--- config.mk ---
export PLATFORM = sky130hd
export DESIGN_NAME = pipe_sequencer
export DESIGN_NICKNAME = d
export VERILOG_FILES = /design/src/rtl/pipe_sequencer.sv
export SDC_FILE = /design/constraint.sdc
export NUM_CORES = 1
export LEC_CHECK = 0
export CORE_ASPECT_RATIO = 1.2
export CORE_MARGIN = 5
export CORE_UTILIZATION = 31
export DETAILED_ROUTE_END_ITERATION = 8
export PLACE_DENSITY = 0.88
export SYNTH_ARGS = -nofsm -noshare
export SYNTH_HDL_FRONTEND = slang
export SYNTH_SLANG_ARGS = --single-unit
export TNS_END_PERCENT = 100
--- constraint.sdc ---
create_clock -name clk -period 1.7 [get_ports clk]
set_clock_uncertainty 0.05 [all_clocks]
set_input_delay 0.17 -clock clk [delete_from_list [all_inputs] [get_ports clk]]
set_output_delay 0.17 -clock clk [all_outputs]
set_load 0.005 [all_outputs]
--- src/rtl/pipe_sequencer.sv ---
// PC sequencer and hazard controller for the 5-stage pipeline: fetch PC, stage valids, enables, forwarding selects.
// Optional perf counters are built only when PIPE_PERF_CNT_EN is defined; otherwise cnt_* read as zero.
module pipe_sequencer #(
    parameter int              PC_W     = 8,
    parameter logic [PC_W-1:0] PC_RESET = '0,
    parameter int              RA_W     = 5,
    parameter int              CNT_W    = 32
) (
    input  logic             clk,
    input  logic             reset,
    input  logic             stall_ext,
    input  logic [RA_W-1:0]  id_rs,
    input  logic [RA_W-1:0]  id_rt,
    input  logic             id_use_rs,
    input  logic             id_use_rt,
    input  logic [RA_W-1:0]  ex_rs,
    input  logic [RA_W-1:0]  ex_rt,
    input  logic [RA_W-1:0]  ex_rd,
    input  logic             ex_regwrite,
    input  logic             ex_memread,
    input  logic [RA_W-1:0]  mem_rd,
    input  logic             mem_regwrite,
    input  logic [RA_W-1:0]  wb_rd,
    input  logic             wb_regwrite,
    input  logic             br_taken,
    input  logic [PC_W-1:0]  br_target,
    output logic [PC_W-1:0]  pc,
    output logic [3:0]       stage_en,
    output logic [3:0]       stage_vld,
    output logic [1:0]       fwd_a,
    output logic [1:0]       fwd_b,
    output logic [1:0]       pipe_state,
    output logic             retire,
    output logic [CNT_W-1:0] cnt_cycle,
    output logic [CNT_W-1:0] cnt_retire,
    output logic [CNT_W-1:0] cnt_stall,
    output logic [CNT_W-1:0] cnt_flush
);

    typedef enum logic [1:0] {
        ST_RUN      = 2'b00,
        ST_STALL_LU = 2'b01,
        ST_REDIRECT = 2'b10,
        ST_FREEZE   = 2'b11
    } state_t;

    state_t          state_q;
    state_t          decision;
    logic [PC_W-1:0] pc_q;
    logic [PC_W-1:0] pc_next;
    logic [3:0]      vld_q;
    logic [3:0]      vld_next;
    logic            redirect;
    logic            load_use;

    assign redirect = br_taken && vld_q[2];
    assign load_use = vld_q[0] && vld_q[1] && ex_memread && ex_regwrite && (ex_rd != '0) &&
                      ((id_use_rs && (id_rs == ex_rd)) || (id_use_rt && (id_rt == ex_rd)));

    // Redirect outranks an external freeze so a resolved branch is never lost.
    always_comb begin
        decision = ST_RUN;
        stage_en = 4'b1111;
        pc_next  = pc_q + PC_W'(1);
        vld_next = {vld_q[2:0], 1'b1};
        if (redirect) begin
            decision = ST_REDIRECT;
            pc_next  = br_target;
            vld_next = 4'b1000;
        end else if (stall_ext) begin
            decision = ST_FREEZE;
            stage_en = 4'b0000;
            pc_next  = pc_q;
            vld_next = vld_q;
        end else if (load_use) begin
            decision = ST_STALL_LU;
            stage_en = 4'b1110;
            pc_next  = pc_q;
            vld_next = {vld_q[2], vld_q[1], 1'b0, vld_q[0]};
        end
    end

    always_ff @(posedge clk) begin
        if (!reset) begin
            pc_q    <= PC_RESET;
            vld_q   <= 4'b0000;
            state_q <= ST_RUN;
        end else begin
            pc_q    <= pc_next;
            vld_q   <= vld_next;
            state_q <= decision;
        end
    end

    function automatic logic [1:0] fwd_sel(input logic [RA_W-1:0] src);
        logic [1:0] sel;
        sel = 2'b00;
        if (vld_q[2] && mem_regwrite && (mem_rd != '0) && (mem_rd == src))
            sel = 2'b10;
        else if (vld_q[3] && wb_regwrite && (wb_rd != '0) && (wb_rd == src))
            sel = 2'b01;
        return sel;
    endfunction

    assign fwd_a      = vld_q[1] ? fwd_sel(ex_rs) : 2'b00;
    assign fwd_b      = vld_q[1] ? fwd_sel(ex_rt) : 2'b00;
    assign pc         = pc_q;
    assign stage_vld  = vld_q;
    assign pipe_state = state_q;
    assign retire     = vld_q[3] && !stall_ext;

`ifdef PIPE_PERF_CNT_EN
    logic [CNT_W-1:0] cyc_q, ret_q, stl_q, fls_q;

    // Every counter sticks at all-ones rather than wrapping.
    always_ff @(posedge clk) begin
        if (!reset) begin
            cyc_q <= '0;
            ret_q <= '0;
            stl_q <= '0;
            fls_q <= '0;
        end else begin
            if (cyc_q != '1)
                cyc_q <= cyc_q + CNT_W'(1);
            if (retire && (ret_q != '1))
                ret_q <= ret_q + CNT_W'(1);
            if (((decision == ST_STALL_LU) || (decision == ST_FREEZE)) && (stl_q != '1))
                stl_q <= stl_q + CNT_W'(1);
            if ((decision == ST_REDIRECT) && (fls_q != '1))
                fls_q <= fls_q + CNT_W'(1);
        end
    end

    assign cnt_cycle  = cyc_q;
    assign cnt_retire = ret_q;
    assign cnt_stall  = stl_q;
    assign cnt_flush  = fls_q;
`else
    assign cnt_cycle  = '0;
    assign cnt_retire = '0;
    assign cnt_stall  = '0;
    assign cnt_flush  = '0;
`endif

endmodule

* Yosys cells after proc, flatten, opt, wreduce, memory -nomap -nowiden
Index checks and enable logic that the tools add are counted.
** Cells by class
- Add/subtract/negate cells :: 1
- Reduce and logical (&&, ||, !) cells :: 25
- Div/mod/pow operators :: 0
- Bitwise gates (word level) :: 3
- Shift operators :: 0
- Magnitude comparators :: 0
- Equal/unequal tests :: 8
- Multiply operators :: 0
- Muxes and demuxes :: 18
** Operator list (count)
- $eq 5x5->1 :: 6
- $mux 8 :: 3
- $logic_and 1x1->1 :: 17
- $mux 4 :: 4
- $reduce_bool 5->1 :: 3
- $mux 2 :: 7
- $add 8x1->8 const B :: 1
- $mux 1 :: 4
- $reduce_and 2->1 :: 2
- $not 1->1 :: 3
- $ne 2x1->1 const B :: 1
- $ne 2x2->1 const B :: 1
- $reduce_or 2->1 :: 1
- $logic_not 1->1 :: 1
- $logic_or 1x1->1 :: 1
** Storage, ports and cells
- Bits in writable memories :: 0
- Bits in latches :: 0
- Memories kept :: 0
- Bits in registers :: 14
- Word-level logic and storage cells :: 61
- Memory bits (read-only) :: 0
- Output and inout port bits :: 151
- Bits of input ports :: 53

* Longest topological paths before layout
Gate-level depths: netlist (run 1).
- Word-level depth :: 8
- Gate-level depth with buffers :: 6
- Gate-level depth less buffers :: 6

* Worst setup path before layout (run 1)
Ideal clock, no wire load.
- Path type :: reg2out
- Start point :: register vld_q[1], in the netlist stage_vld[1]
- End point :: output stage_en[0]
- Path slack :: 0.215 ns
- Path buffers :: 0
- Arrival :: 1.265 ns
- Stages on the path, launching flop included :: 5
- Path through :: dfxtp_1 > nand4_1 > a21oi_2 > a21oi_2 > or2_2
** Between the ends
- Cells in the longest elaborated chain, start to end :: 8
** RTL lines
- start: declaration :: line 51 : logic [3:0] vld_q;
- start signal: assignment :: line 90 : vld_q <= vld_next;
- $logic_and 1x1->1 (5 in series) :: line 57 : assign load_use = vld_q[0] && vld_q[1] && ex_memread && ex_regwrite && (ex_rd != '0) &&
- $mux 1 :: line 75 : end else if (load_use) begin
- $mux 4 :: line 70 : end else if (stall_ext) begin
- $mux 4 :: line 66 : if (redirect) begin
- end: declaration :: line 28 : output logic [3:0] stage_en,
No other way between the ends.

* Worst setup path after layout (run 1)
- Start point :: input mem_rd[2]
- End point :: output fwd_b[0]
** Between the ends
- Cells in the longest elaborated chain, start to end :: 5
- Elaborated cells between the ends (all ways) :: 6
- Those cells by class :: eq/ne: 1; mux: 2; reduce/logical: 3
** RTL lines
- start: declaration :: line 21 : input logic [RA_W-1:0] mem_rd,
- $reduce_bool 5->1 :: line 98 : if (vld_q[2] && mem_regwrite && (mem_rd != '0) && (mem_rd == src))
- $logic_and 1x1->1 :: line 98
- $logic_and 1x1->1 (*) :: line 98
- $mux 2 (*) :: line 98
- $mux 2 (*) :: line 106 : assign fwd_b = vld_q[1] ? fwd_sel(ex_rt) : 2'b00;
- end: declaration :: line 31 : output logic [1:0] fwd_b,
Mark *: on every way between the ends. The rest lies on a longest branch, timed or not.

==> results of run 1 <==
==> layout make-up <==
type	instances	area, µm²	share of cell area
timing repair buffer	104	892	0.325
sequential	14	282	0.103
inverter	2	7.51	0.00273
multi-input combinational	239	1420	0.516
clock buffer	3	41.3	0.0150
tap	85	106	0.0387
==> cell usage after synthesis (3+ instances only) <==
cell | count | share of area
buf_4 | 130 | 0.47
xnor2_1 | 25 | 0.10
dfxtp_1 | 14 | 0.13
xor2_1 | 10 | 0.042
o21ai_0 | 9 | 0.022
a21oi_1 | 8 | 0.019
nand2_1 | 7 | 0.013
nand3_1 | 7 | 0.017
nor2_1 | 6 | 0.011
nor3_1 | 5 | 0.012
and2_1 | 3 | 0.0090
clkbuf_1 | 3 | 0.0054
==> metrics by stage <==
stage	setup TNS, ps	hold WS (ps)	instance area [µm²]	setup slack (ps)	power [mW]
2_1_floorplan	0	290	2570	215	0.765
3_3_place_gp	-4810	462	2620	-682	0.790
3_5_place_dp	-5820	466	2620	-697	0.801
4_1_cts	-5.01	430	2660	-3.08	1.06
5_1_grt	-325	448	2750	-131	1.16
6_report	-191	441	2750	-78.3	1.08
==> critical path, stage by stage <==
cell and delay, ps:
buf_6 90, or4_1 520, o211ai_1 220, buf_4 170, nor4_4 50, nor3_2 200, buf_2 140
==> cells by family after synthesis <==
| group | after synthesis | share of synthesized area |
|---|---|---|
| compound gates | 33 | 0.121 |
| xor+xnor | 35 | 0.146 |
| buf+inv | 135 | 0.475 |
| fa+ha+maj | 1 | 0.00598 |
| flops | 14 | 0.134 |
| simple gates | 40 | 0.106 |
| other cells | 1 | 0.00179 |
| mux | 2 | 0.00956 |
==> registers in the layout, indices dropped and copies added, names as in the netlist <==
| register | cells |
|---|---|
| pc | 8 |
| pipe_state | 2 |
| stage_vld | 4 |
==> power by group through the flow <==
stage	sequential, mW	combinational (mW)	clock, mW
2_1_floorplan	0.365	0.400	0
3_3_place_gp	0.363	0.427	0
3_5_place_dp	0.363	0.438	0
4_1_cts	0.357	0.423	0.283
5_1_grt	0.359	0.498	0.299
6_report	0.357	0.453	0.271
==> per-layer routing <==
metal / global-route usage / routed length [µm] / vias to the layer above / part of all wire
met2: 0.229 / 3050 / 126 / 0.52
li1: - / - / 802 / -
met1: 0.112 / 1750 / 769 / 0.30
met5: 0 / 33 / - / 0.0056
met3: 0.0534 / 921 / 16 / 0.16
met4: 0.0365 / 112 / 6 / 0.019
==> worst max path at each step <==
stage / to / slack, ps / cells after the start / start
after floorplan: stage_en[0] / 220 / 4 / stage_vld[1]
after global placement: fwd_b[0] / -680 / 6 / mem_rd[1]
after detailed placement: fwd_b[0] / -700 / 6 / mem_rd[1]
after CTS: fwd_b[1] / -3 / 7 / mem_rd[4]
after global routing: fwd_a[0] / -130 / 8 / mem_rd[2]
final: fwd_b[0] / -80 / 7 / mem_rd[2]
==> what timing repair did <==
| item | CTS | global route |
|---|---|---|
| pin swaps | 24 | 10 |
| setup endpoints to repair | 14 | 7 |
| setup buffers | 2 | 3 |
| gates resized for setup | 71 | 21 |
==> flow_summary.yaml, run 1 <==
routing:
  drtIter0Drc: 11
  drc: 0
  wl_per_cell_um: 13.1
  wirelength_um: 5860
  first_pass_iters: 4
  via_per_inst: 3.85
  drtAntennaViolNets: 0
  routed-via-count: 1719
synth:
  synthFlopType: "dfxtp_1"
  synth_edf_count: 0
  ys_seq_elements: 14
  yosys_warnings: 0
  synth_seq_area_share: 0.134
  avgSynthCellArea_um2: 8.02
  synthCells: 261
  async_reset_ff_frac: 0
  synth_cell_type_count: 38
  syn_area_um2: 2090
placed_design:
  gp_congestion: 0.965
  dp.cells: 439
  dp_hpwl_um: 5030
  portBuffers: 75
hold_path:
  min_to: "stage_vld[0]"
  hold_depth: 3
  min-delay-start: "stall_ext"
  hp-class: "in -> reg"
cells_and_area:
  layout.cells.non_filler: 447
  fillers: 682
  fin_nets: 418
  area_growth_pct: 31.1
  antenna_cells: 0
  layout_common_cells: "conb_1 (128), clkdlybuf4s50_1 (37), buf_4 (29)"
  drive_gt1_frac: 0.193
  final_common_cell: "conb_1"
  finalCoreUtilization: 0.423
critical_path:
  critPathLaunchType: "primary input"
  cp_max_fo: 2
  critical_path_arrival_ps: 1560
  r2r_cells: 5
  critPathKind: "in -> out"
  endpoint_kind: "output pin"
  ff2ff_setup_slack_ps: 190
  r2r-end: "pc[7]"
  reg2reg_from: "pc[2]"
  required_ps: 1480
timing:
  fin_crit_sh: 1.05
  grt_setup_unrepaired: "yes"
  maxSlewViolCount: 0
  fin_ws_ps: -78.3
  fmax_mhz: 562
  period_needed_ps: 1780
  hold_viol_final: 0
  setup_viol: 3
floorplanning:
  start_util: 0.323
  fp.dieH_um: 100
  core_um2: 6490
  die_area_um2: 8500
  die_w_um: 85.0
  io_pins: 204
  rows: 32
cts:
  cts_buffer_depth: 2
  cts_sinks: 14
  cts-root-buf: "clkbuf_8"
  h-tree-depth: 1
  clkTransAtPathRegs_ps: 50
  cts_hold_buf: 0
  cts_tree: "done"
  clkLatencyLatePin_ps: 250
  cts_inserted_buffers: 3
grt:
  antenna_found_initial: 3
  overflow: 0
  grt_pass1_vias: 1683
  grt_pass1_wl_um: 8090
  grtUsageTotal: 0.119
  grt_start_max_net_pins: 19
pwr:
  p_comb_frac: 0.419
  p_leak_nw: 1.31
  pwr-share-seq: 0.330
  switchingPower_uw: 358
  p_int_uw: 723
  p_per_area_nw_per_um2: 394
  vdd_drop_max_v: 0.000384
  p_sw_frac: 0.331
  p_clk_frac: 0.251
status:
  violations: "negative setup slack"
  outcome: "finished, violations left"
run:
  drv_cap: 0
(Power assumes the default switching activity.)
==> run 2, diff against run 1 <==
- CAP_MARGIN: not set -> 30
- SETUP_SLACK_MARGIN: not set -> 0.3
==> run 2 against run 1 <==
Largest cell class unchanged. The flow still finishes with violations (negative setup slack). Cell count up 0.67%. Critical path depth did not move. Largest power group unchanged. Critical endpoint is now fwd_a[0]. Global-route usage grew 0.34 points. Highest routed layer is now met4. First-iteration DRC count increased by 64%. Hold slack got worse by 29 ps. Via count rose by 1.2%.
==> flow_summary.yaml, run 2 (synthesis gave the netlist of run 1 again) <==
status:
  outcome: "finished, violations left"
  violations: "negative setup slack"
routing:
  first_pass_iters: 3
  wl_per_cell_um: 13.6
  via_per_inst: 3.86
  drtIter0Drc: 18
  drtAntennaViolNets: 0
  drc: 0
  routed-via-count: 1739
  wirelength_um: 6110
pwr:
  p_leak_nw: 1.45
  p_per_area_nw_per_um2: 404
  vdd_drop_max_v: 0.000287
grt:
  grt_start_max_net_pins: 19
  grtUsageTotal: 0.123
  grt_pass1_vias: 1668
  overflow: 0
  antenna_found_initial: 0
  grt_pass1_wl_um: 8370
cells_and_area:
  antenna_cells: 0
  final_common_cell: "conb_1"
  area_growth_pct: 44.8
  layout_common_cells: "conb_1 (128), clkdlybuf4s50_1 (25), buf_4 (24)"
  largest_register_ffs: 8
  fillers: 638
  layout.cells.non_filler: 450
  drive_gt1_frac: 0.301
  fin_nets: 420
timing:
  fin_ws_ps: -6.40
  whs_ps: 412
  grt_setup_unrepaired: "yes"
  maxSlewViolCount: 0
  setup_viol: 2
  hold_viol_final: 0
  fmax_mhz: 586
  fin_crit_sh: 1.00
  period_needed_ps: 1710
floorplanning:
  die_area_um2: 8500
  start_util: 0.323
  core_um2: 6490
  rows: 32
  io_pins: 204
  die_w_um: 85.0
  fp.dieH_um: 100
critical_path:
  cp_max_fo: 2
  critical_path_arrival_ps: 1490
  critical_path_buf_inv_count: 3
  endpoint_kind: "output pin"
  crit_chain: "buf_6, or4_4, o211ai_1, buf_4, nor4_4, nor3_1, buf_2"
  critPathMaxStageDelay_ps: 510
  critPathKind: "in -> out"
  critPathLaunchType: "primary input"
  cp_slowest_cell: "or4_4"
  critPathTopFamily: "simple AND/OR/NAND/NOR gates"
  required_ps: 1480
cts:
  cts-root-buf: "clkbuf_8"
  cts_hold_buf: 0
  cts_sinks: 14
  clkTransAtPathRegs_ps: 60
  h-tree-depth: 1
  cts_tree: "done"
  cts_inserted_buffers: 3
  clkLatencyLatePin_ps: 250
  cts_buffer_depth: 2
hold_path:
  hp-class: "in -> reg"
placed_design:
  gp_congestion: 0.850
  portBuffers: 75
  dp_hpwl_um: 4840
  dp.cells: 438
run:
  drv_cap: 0
-- run 2: changes by cell type in the layout (fill, tap and decap cells not counted), sizes merged --
cell,before,now
clkdlybuf4s50,37,25
buf,37,55
dlygate4sd2,25,22
dlymetal6s2s,1,2
clkbuf,7,6
-- run 2: tightest hold or removal path, stage by stage --
cell and delay, ps:
dlygate4sd2_1 280, o21ai_0 140, a21boi_0 70
-- run 2: power breakdown --
| group | switching [mW] | internal (mW) | total (mW) |
|---|---|---|---|
| clock network | 0.127 | 0.205 | 0.333 |
| logic | 0.264 | 0.267 | 0.531 |
| registers | 0.0180 | 0.344 | 0.362 |
| total | 0.409 | 0.817 | 1.23 |
-- run 2: path summary, 6_finish.rpt --
check	from	endpoint	slack [ps]	cells past startpoint
min reg2reg	stage_vld[3]	stage_vld[3]	450	2
min	br_taken	stage_vld[3]	410	3
max reg2reg	stage_vld[0]	pc[2]	160	8
max	mem_rd[4]	fwd_a[0]	-6	7
-- run 2: what timing repair did --
item,CTS,global route
resized for setup,178,32
pin swaps,36,23
setup buffers,6,2
setup endpoints to repair,25,19
-- run 2: through the flow --
stage	TNS [ps]	power (mW)	instance area, µm²	setup slack, ps	utilization
2_1_floorplan	0	0.767	2590	303	-
3_3_place_gp	-5740	0.793	2630	-701	0.405
3_5_place_dp	-6410	0.799	2630	-699	0.405
4_1_cts	-23.1	1.16	2850	-19.9	0.439
5_1_grt	-170	1.30	3030	-69.5	0.467
6_report	-9.70	1.23	3030	-6.40	0.467
-- run 2: final cells by class --
type | count | area (µm²) | area share
Inverter | 2 | 7.51 | 0.00248
Clock buffer | 4 | 55.1 | 0.0182
Sequential cell | 14 | 299 | 0.0987
Timing Repair Buffer | 106 | 942 | 0.311
Tap cell | 85 | 106 | 0.0351
Multi-Input combinational cell | 239 | 1620 | 0.535
-- run 2: layer usage --
| metal | wire (µm) | vias to the layer above | GRT usage |
|---|---|---|---|
| met5 | 0 | - | 0 |
| met4 | 133 | 0 | 0.0463 |
| met3 | 736 | 14 | 0.0337 |
| met2 | 3300 | 130 | 0.231 |
| met1 | 1940 | 782 | 0.128 |
| li1 | - | 813 | - |
==> run 3, diff against run 2 <==
--- a/config.mk
+++ b/config.mk
@@ -9,3 +9,3 @@
 export CORE_ASPECT_RATIO = 1.2
-export CORE_MARGIN = 5
+export CORE_MARGIN = 2
 export CORE_UTILIZATION = 31
==> constraint.sdc (replaced) <==
create_clock -name clk -period 1.9 [get_ports clk]
set_clock_uncertainty 0.05 [all_clocks]
set_input_delay 0.285 -clock clk [delete_from_list [all_inputs] [get_ports clk]]
set_output_delay 0.285 -clock clk [all_outputs]
set_load 0.005 [all_outputs]
==> run 3 against run 2 <==
Clock power down 28%. Die area down 13%. Combinational power down 19%. Global-route usage rose by 1.5 points. The run still ends with negative setup slack left. Register-to-register slack gained 220 ps. Largest cell class unchanged. Highest routed layer is now met5. Via count decreased by 0.35%. Critical path type unchanged. Sequential share of layout area grew 0.24 points. First-iteration DRC count is 140% higher. Clock-buffer cell count down 1.
==> flow_summary.yaml, run 3 (synthesis gave the netlist of run 1 again) <==
critical_path:
  required_ps: 1560
  cp_slowest_cell: "or4_4"
  critPathLaunchType: "primary input"
  cp_max_fo: 2
  critPathKind: "in -> out"
  r2r_cells: 5
  critical_path_arrival_ps: 1630
  endpoint_kind: "output pin"
  crit_chain: "buf_6, or4_4, o211ai_1, buf_4, nor4_4, nor3_1, buf_2"
  critPathMaxStageDelay_ps: 520
cells_and_area:
  largest_register_ffs: 8
  area_growth_pct: 35.4
  multi_input_area_um2: 1480
  seqCellArea_um2: 287
  final_cell_area_um2: 2830
  final_common_cell: "conb_1"
  fillers: 642
  layout_common_cells: "conb_1 (128), buf_4 (29), clkdlybuf4s50_1 (27)"
  drive_gt1_frac: 0.260
  fin_nets: 418
floorplanning:
  start_util: 0.323
  fp.dieH_um: 94.0
  rows: 32
  die_w_um: 79.0
  die_area_um2: 7430
  io_pins: 204
  core_um2: 6490
routing:
  via_per_inst: 3.87
  drtIter0Drc: 43
  wl_per_cell_um: 12.2
  routed-via-count: 1733
  drc: 0
  wirelength_um: 5470
  first_pass_iters: 4
  drtAntennaViolNets: 0
timing:
  hold_viol_final: 0
  fin_crit_sh: 1.04
  fmax_mhz: 508
  setup_viol: 2
  maxSlewViolCount: 0
  fin_ws_ps: -66.7
  whs_ps: 456
  grt_setup_unrepaired: "yes"
  period_needed_ps: 1970
status:
  outcome: "finished, violations left"
  violations: "negative setup slack"
cts:
  cts_tree: "done"
  clkLatencyLatePin_ps: 240
  cts_buffer_depth: 2
  h-tree-depth: 1
  cts-root-buf: "clkbuf_8"
  clkTransAtPathRegs_ps: 50
  cts_hold_buf: 0
  cts_sinks: 14
  cts_inserted_buffers: 3
grt:
  met2_usage: 0.282
  busiest_layer: "met2"
  antenna_found_initial: 2
  use_met3: 0.0404
  grtUsageTotal: 0.137
  use_met1: 0.123
  grt_pass1_wl_um: 7850
  overflow: 0
  grt_pass1_vias: 1633
  grt_start_max_net_pins: 19
pwr:
  p_per_area_nw_per_um2: 349
  vdd_drop_max_v: 0.000359
  p_leak_nw: 1.37
placed_design:
  dp_hpwl_um: 4440
  post_dp_cell_area_um2: 2640
  gp_congestion: 0.768
  portBuffers: 75
hold_path:
  hold_depth: 2
  hp-class: "reg -> reg"
run:
  drv_cap: 0
[run 3: changes by cell type in the layout (fill, tap and decap cells not counted), moves of 3 or more]
cell	delta
buf_4	+5
buf_6	-5
dfxtp_1	+4
dfxtp_4	-3
[run 3: timing repair]
item / in CTS / in global routing
resized for setup: 162 / 13
setup endpoints to repair: 19 / 11
gates cloned: 0 / 0
setup buffers: 2 / 1
pin swaps: 31 / 9
[run 3: per-stage QoR]
step	cells	util	setup WS (ps)	setup TNS, ps	power [mW]
global route	448	0.437	-124	-302	1.06
CTS	446	0.425	-81.5	-176	0.975
global placement	441	0.407	-591	-4210	0.710
floorplan	388	-	275	0	0.685
finish	448	0.437	-66.7	-127	0.990
detailed placement	441	0.407	-778	-5260	0.720
[run 3: cell type report]
cell class	instances	share of cell area
clock buffer	3	0.0146
sequential	14	0.101
antenna	1	0.000883
tap	85	0.0375
inverter	2	0.00265
timing repair buffer	104	0.322
multi-input combinational	239	0.521
[run 3: worst paths after layout]
path / slack (ps) / start / to
max reg2reg: 380 / pc[0] / pc[6]
min reg2reg: 460 / stage_vld[3] / stage_vld[3]
max: -70 / mem_rd[2] / fwd_b[0]
min: 460 / stage_vld[3] / stage_vld[3]
[run 3: where the power goes]
part	switching (mW)	internal (mW)	total, mW
Clock	0.101	0.140	0.241
Combinational	0.208	0.220	0.428
Sequential	0.0132	0.308	0.321
[run 3: critical path: cells and delay by family]
family | cells | cell delay (ps)
AOI/OAI and AO/OA | 1 | 260
buffers and inverters | 3 | 400
and+or+nand+nor | 3 | 670
[run 3: per-layer routing]
| layer | routed length, µm | vias to the layer above |
|---|---|---|
| met1 | 1680 | 777 |
| li1 | - | 810 |
| met3 | 581 | 12 |
| met4 | 122 | 2 |
| met2 | 3070 | 132 |
| met5 | 13 | - |
